--- src/rtl/div_sequencer.sv ---
// div_sequencer: drives the multi-cycle divider for DIV/DIVU/REM/REMU, returns one
// writeback pulse per request and caches the quotient/remainder pair for the partner op.
module div_sequencer #(
  parameter int CACHE_EN = 1,
  parameter int RD_W     = 5
) (
  input  logic            clk,
  input  logic            rst_n,
  input  logic            req_valid,
  output logic            req_ready,
  input  logic [2:0]      req_op,
  input  logic [31:0]     req_rs1,
  input  logic [31:0]     req_rs2,
  input  logic [RD_W-1:0] req_rd,
  input  logic            flush,
  output logic            resp_valid,
  output logic [31:0]     resp_result,
  output logic [RD_W-1:0] resp_rd,
  output logic            div_start,
  output logic [2:0]      div_op,
  output logic [31:0]     div_dividend,
  output logic [31:0]     div_divisor,
  input  logic [31:0]     div_result,
  input  logic            div_busy,
  input  logic            div_finished
);
  typedef enum logic [2:0] {S_IDLE, S_HIT, S_ISSUE, S_WAIT, S_PAIR, S_DRAIN} state_t;
  state_t state, state_nxt;

  logic [RD_W-1:0] rd_q;
  logic [31:0]     res_q;
  logic            c_valid, c_uns;
  logic [31:0]     c_rs1, c_rs2, c_q, c_r;
  logic            accept, hit;

  // The divider keeps no reset, so a divide left running must drain before new work.
  assign req_ready = (state == S_IDLE) && !div_busy && !div_finished && !flush;
  assign accept    = req_valid && req_ready;
  assign hit       = (CACHE_EN != 0) && c_valid && (req_rs1 == c_rs1) &&
                     (req_rs2 == c_rs2) && (req_op[0] == c_uns);

  always_ff @(posedge clk) begin
    if (!rst_n) state <= S_IDLE;
    else        state <= state_nxt;
  end

  always_comb begin
    state_nxt   = state;
    div_start   = 1'b0;
    resp_valid  = 1'b0;
    resp_result = '0;
    resp_rd     = '0;
    case (state)
      S_IDLE:  if (accept) state_nxt = hit ? S_HIT : S_ISSUE;
      S_HIT: begin
        resp_valid  = 1'b1;
        resp_result = div_op[1] ? c_r : c_q;
        resp_rd     = rd_q;
        state_nxt   = S_IDLE;
      end
      S_ISSUE: begin
        div_start = 1'b1;
        state_nxt = flush ? S_DRAIN : S_WAIT;
      end
      // A flush landing on the finish pulse has nothing left to drain.
      S_WAIT: begin
        if (div_finished) state_nxt = flush ? S_IDLE : S_PAIR;
        else if (flush)   state_nxt = S_DRAIN;
      end
      S_PAIR: begin
        resp_valid  = 1'b1;
        resp_result = res_q;
        resp_rd     = rd_q;
        state_nxt   = S_IDLE;
      end
      S_DRAIN: if (div_finished) state_nxt = S_IDLE;
      default: state_nxt = S_IDLE;
    endcase
  end

  always_ff @(posedge clk) begin
    if (!rst_n) begin
      div_op       <= '0;
      div_dividend <= '0;
      div_divisor  <= '0;
      rd_q         <= '0;
      res_q        <= '0;
      c_valid      <= 1'b0;
      c_uns        <= 1'b0;
      c_rs1        <= '0;
      c_rs2        <= '0;
      c_q          <= '0;
      c_r          <= '0;
    end else begin
      if (accept) begin
        div_op       <= req_op;
        div_dividend <= req_rs1;
        div_divisor  <= req_rs2;
        rd_q         <= req_rd;
      end
      // Requested half captured, then flip div_op so PAIR reads the partner half.
      if (state == S_WAIT && div_finished && !flush) begin
        res_q  <= div_result;
        div_op <= div_op ^ 3'b010;
      end
      if (state == S_PAIR) begin
        c_valid <= 1'b1;
        c_rs1   <= div_dividend;
        c_rs2   <= div_divisor;
        c_uns   <= div_op[0];
        c_q     <= div_op[1] ? res_q : div_result;
        c_r     <= div_op[1] ? div_result : res_q;
      end
    end
  end
endmodule
--- config.mk ---
export PLATFORM = sky130hd
export DESIGN_NAME = div_sequencer
export DESIGN_NICKNAME = d
export VERILOG_FILES = /design/src/rtl/div_sequencer.sv
export SDC_FILE = /design/constraint.sdc
export NUM_CORES = 1
export LEC_CHECK = 0
export ABC_AREA = 1
export CAP_MARGIN = 20
export CORE_AREA = 2 2 231 119
export CTS_BUF_LIST = sky130_fd_sc_hd__clkbuf_16
export DETAILED_ROUTE_END_ITERATION = 7
export DIE_AREA = 0 0 233 121
export GPL_ROUTABILITY_DRIVEN = 0
export SYNTH_ARGS = -nofsm -noshare
export SYNTH_HDL_FRONTEND = slang
export SYNTH_SLANG_ARGS = --single-unit
--- constraint.sdc ---
create_clock -name clk -period 4.1 [get_ports clk]
set_input_delay 0.82 -clock clk [delete_from_list [all_inputs] [get_ports clk]]
set_output_delay 0.82 -clock clk [all_outputs]
set_load 0.01 [all_outputs]
# After elaboration in Yosys (flattened, before gate mapping)
# Index checks and enable logic that the tools add are counted.
[totals] register_bits=237 word_cells=60 out_inout_bits=107 in_bits=110
[classes] reduce_logical=17 n_mux=17 eq_ne=11 bitwise_logic=2
[op_table] cell="$mux W32" count=3
[op_table] cell="$eq A32 B32 Y1" count=2
[op_table] cell="$pmux W32 S2" count=1
[op_table] cell="$mux W3" count=6
[op_table] cell="$pmux W3 S4" count=1
[op_table] cell="$logic_and A1 B1 Y1" count=9
[op_table] cell="$eq A3 B2 Y1 const B" count=2
[op_table] cell="$eq A3 B3 Y1 const B" count=2
[op_table] cell="$mux W2" count=3
[op_table] cell="$mux W5" count=1
[op_table] cell="$ne A2 B2 Y1 const B" count=2
[op_table] cell="$eq A3 B1 Y1 const B" count=1
[op_table] cell="$logic_not A1 Y1" count=3
[op_table] cell="$logic_not A3 Y1" count=1
[op_table] cell="$ne A3 B3 Y1 const B" count=1
[op_table] cell="$reduce_and A3 Y1" count=1
[op_table] cell="$mux W1" count=2
[op_table] cell="$not A1 Y1" count=2
[op_table] cell="$reduce_and A2 Y1" count=1
[op_table] cell="$reduce_bool A2 Y1" count=1
[op_table] cell="$reduce_or A2 Y1" count=1
[op_table] cell="$eq A1 B1 Y1" count=1

# Depth between registers and ports, before layout
# Gate-level depths: netlist of run 1.
[depth] ltp_word=7 depth_mapped=13 mapped_depth_nobuf=13

# Worst setup path after synthesis of run 1
# Ideal clock, no wire load.
[synth_timing] kind="register -> output" from="reg state[0]" to="out resp_result[10]" arrival_ns=1.288 n_path_buf=2 t_required_ns=3.280 slack_ns=1.992 path_stages_with_launch=8 path_cell_list="dfxtp_1 > nor2_2 > nand2_1 > inv_2 > buf_2 > clkbuf_1 > nand2_1 > o31ai_1"
[synth_via] elab_chain_len=2
[synth_lines] element="from (decl)" line_no="28" source="state_t state, state_nxt;"
[synth_lines] element="from (signal assigned)" line_no="44" source="else state <= state_nxt;"
[synth_lines] element="$eq A3 B3 Y1 or $eq A3 B1 Y1 (tied branches)" line_no="53" source="case (state)"
[synth_lines] element="$pmux W32 S2 (*)" line_no="53"
[synth_lines] element="to (decl)" line_no="17" source="output logic [31:0] resp_result,"
# Mark *: on every way between the ends. The rest lies on a longest branch, timed or not.

# Worst setup path after layout of run 1
[layout_timing] from="reg state[0]" to="out resp_result[7]"
# The elaborated chain is that of the path after synthesis.

==> results of run 1 <==
-- critical path, delay by kind of cell, from the launching register on --
kind	cells	cell delay, ns
buffers and inverters	5	1.41
DFF	1	0.42
AOI/OAI and AO/OA	1	0.39
and+or+nand+nor	2	0.22
-- where the power goes --
group	total [mW]	switching (mW)	internal [mW]
registers	2.36	0.0241	2.33
logic	0.392	0.195	0.196
clock network	2.05	0.915	1.14
total	4.80	1.14	3.67
-- stage by stage --
stage / cell area (um2) / hold WS [ns] / cells
CTS: 13400 / 0.465 / 2021
finish: 13500 / 0.460 / 2022
global route: 13500 / 0.489 / 2022
detailed placement: 12700 / 0.455 / 1981
global placement: 12700 / 0.451 / 1981
floorplan: 10400 / 0.430 / 1500
-- area by class of cell --
type | count | area, um2 | area share (%)
clock inverters | 17 | 121 | 0.902
well taps | 352 | 440 | 3.27
multi-input cells | 1038 | 4750 | 35.3
inverters | 123 | 465 | 3.46
repair buffers | 232 | 2350 | 17.5
flip-flops and latches | 237 | 4750 | 35.3
clock buffers | 23 | 576 | 4.28
-- cells in the final DEF (no fill, tap or decap), drive strengths merged --
cell type      Yosys  layout
o21ai            242     242
nand2            323     323
xnor2             12      12
clkdlybuf4s50      0     215
nor2             237     237
dfxtp            237     237
o31ai             32      32
a21oi            108     108
a31oi             65      65
nor3               4       4
inv              123     130
bufinv             0       2
clkbuf            70      23
clkinv             0       8
nor4               1       1
buf               32      17
nand3              5       5
nand4              9       9
-- sequential cells by signal, indices dropped and copies added, names as in the netlist --
register,flops
res_q,32
c_valid,1
div_op,3
div_dividend,32
rd_q,5
c_q,32
c_uns,1
state,3
div_divisor,32
c_r,32
c_rs2,32
c_rs1,32
-- cell families (layout without fill, tap and decap cells) --
| group | after synthesis | after routing |
|---|---|---|
| AND/OR/NAND/NOR | 579 | 579 |
| AO/OA/AOI/OAI | 447 | 447 |
| flip-flops | 237 | 237 |
| buffers and inverters | 225 | 395 |
| XOR/XNOR | 12 | 12 |
-- final timing paths --
path	start	to	cells past startpoint
max	state[0]$_SDFFE_PN0P_	resp_result[7]	8
min	rd_q[0]$_SDFFE_PN0P_	rd_q[0]$_SDFFE_PN0P_	2
min reg2reg	rd_q[0]$_SDFFE_PN0P_	rd_q[0]$_SDFFE_PN0P_	2
max reg2reg	state[2]$_SDFFE_PN0P_	div_divisor[16]$_SDFFE_PN0P_	9
-- per-layer routing --
layer	routed length, um	up-vias	share of wire (%)
li1	-	5211	-
met1	13500	4656	45
met2	14500	236	48
met3	1510	36	5.0
met4	541	2	1.8
met5	16	-	0.053
==> metrics.cfg, run 1 <==
[clocking]
hold_buffers = 0
cts_made_buffers = 23
cts.reportedPaths.clkPinSlew_ns = 0.07
tritoncts = yes
clock_path_buffers = 3
post-cts-setup-buffers = 0
clock-root-buffer = sky130_fd_sc_hd__clkbuf_16
post_cts_resize_count = 0
clock_latency_on_the_worst_skew_pair_ns = 0.53
number_of_levels_in_the_clock_h_tree = 1
clock_sink_count = 237

[floorplanning]
pin_count = 217
starting_density_of_the_core_pct = 39.8
dieWidth_um = 233
coreArea_mm2 = 0.0261
rows = 42
design.die.area_mm2 = 0.0282
die_y_um = 121

[global_route]
grt_most_used_layer = met2
grt_antenna_before_repair = 1
globalRouteOverflowTotal = 0
grtUsageMet1_pct = 27.1
track_usage_pct = 21.0
grt_start_max_net_pins = 117
globalRouteMet3Util_pct = 3.78
global_route_wire_length_before_repair_um = 48300
met2_use_gr_pct = 36.7
first_global_vias = 9551

[sta]
fin_skew_ns = 0.0173
final-setup-viol-count = 0
post-route-period-util_pct = 92.2
tightestPinTransition_ns = 0.636
max_clk_rate_mhz = 264
grt_setup_unrepaired = false
timing.slew.headroom_pct = 57.6
min_setup_slack_post_route_ns = 0.319
final-max-slew-violation-count = 0
fin_setup_tns_ns = 0
period_minus_slack_ns = 3.78
finalHoldViolCount = 0

[logic_synthesis]
synth_top_family_by_area = compound AO/OA/AOI/OAI gates
synth_largest_type_area_fraction_pct = 45.6
synth_most_common_cell = sky130_fd_sc_hd__nand2_1
synth_area_per_cell_um2 = 6.93
post_synth_mux_area_share_pct = 0
yosysSeqAreaShare_pct = 45.6
mappedNetlistArea_mm2 = 0.0104
ff_latch_count_synth = 237
yosys.area_share.simple_pct = 21.6
async_reset_ff_share_pct = 0
synth_edf_count = 0
synth.cells.most_frequent = 322 x sky130_fd_sc_hd__nand2_1, 239 x sky130_fd_sc_hd__o21ai_0, 237 x sky130_fd_sc_hd__dfxtp_1, 236 x sky130_fd_sc_hd__nor2_1, 120 x sky130_fd_sc_hd__inv_1
synth-xor-area-share_pct = 1.01
netlist-cell-type-count = 23
synthesis.instances = 1500
synth_ff_type = sky130_fd_sc_hd__dfxtp_1
netlist.top_cell.by_area = sky130_fd_sc_hd__dfxtp_1
ys.warnings.count = 0
fraction_of_the_mapped_netlist_area_in_adder_cells_pct = 0
synth_fp_nets = 1610
synth_compound_area_share_pct = 23.1
synthTopCellsByArea = sky130_fd_sc_hd__dfxtp_1 46%, sky130_fd_sc_hd__nand2_1 12%, sky130_fd_sc_hd__o21ai_0 12%, sky130_fd_sc_hd__nor2_1 8.5%, sky130_fd_sc_hd__a21oi_1 5.2%

[layout]
syn_to_final_growth_pct = 29.4
finish.utilization_pct = 51.5
drive_above_1_share_pct = 3.29
layout.filler_cells = 2498
fin_nets = 1765
diodes = 0

[status]
run_status = finished clean

[placed_design]
detailed_place_hpwl_um = 19600
buffers_added_on_ports = 216
dp_slack_ns = 0.803

[detailed_routing]
drt_first_iter_violations = 622
detail_route.drc_violations = 0
postRouteAntennaNets = 0
routed_via_density = 5.02
routed-via-count = 10100
dr.pass1.iters = 5
drt-total-wl_um = 30000
detail_route.wl_per_cell_um = 14.8

[setup_path]
critical-path-slowest-cell = sky130_fd_sc_hd__clkdlybuf4s50_1
setup.reg_to_reg.worst_slack_ns = 1.60
crit_chain = inv_1 -> nor2_1 -> inv_1 -> nor2_1 -> inv_1 -> buf_4 -> o31ai_1 -> clkdlybuf4s50_1
cp_common_cell = sky130_fd_sc_hd__inv_1
start_kind = flop
critical_path_arrival_ns = 2.96
worst_path_largest_cell_delay_ns = 0.62
setup.worst_path.end_class = output port
critical_path_peak_fanout = 20
timing.setup.critical_path_class = reg -> out
worstPathRequired_ns = 3.28

[pwr]
vdd_drop_max_mv = 0.253
power.leakage_nw = 5.23
totalPowerFinal_mw = 4.80
power_per_cell_area_mw_per_mm2 = 357

[job]
timing.max_cap.violations = 0

[hold_path]
type_of_the_tightest_min_delay_check = reg -> reg

Power figures use the tool's default switching activity.
==> run 2: changes to the inputs <==
SLEW_MARGIN = 0   (was default)
==> results of run 2 <==
The final DEF is identical to that of run 1; final timing and power are the same.
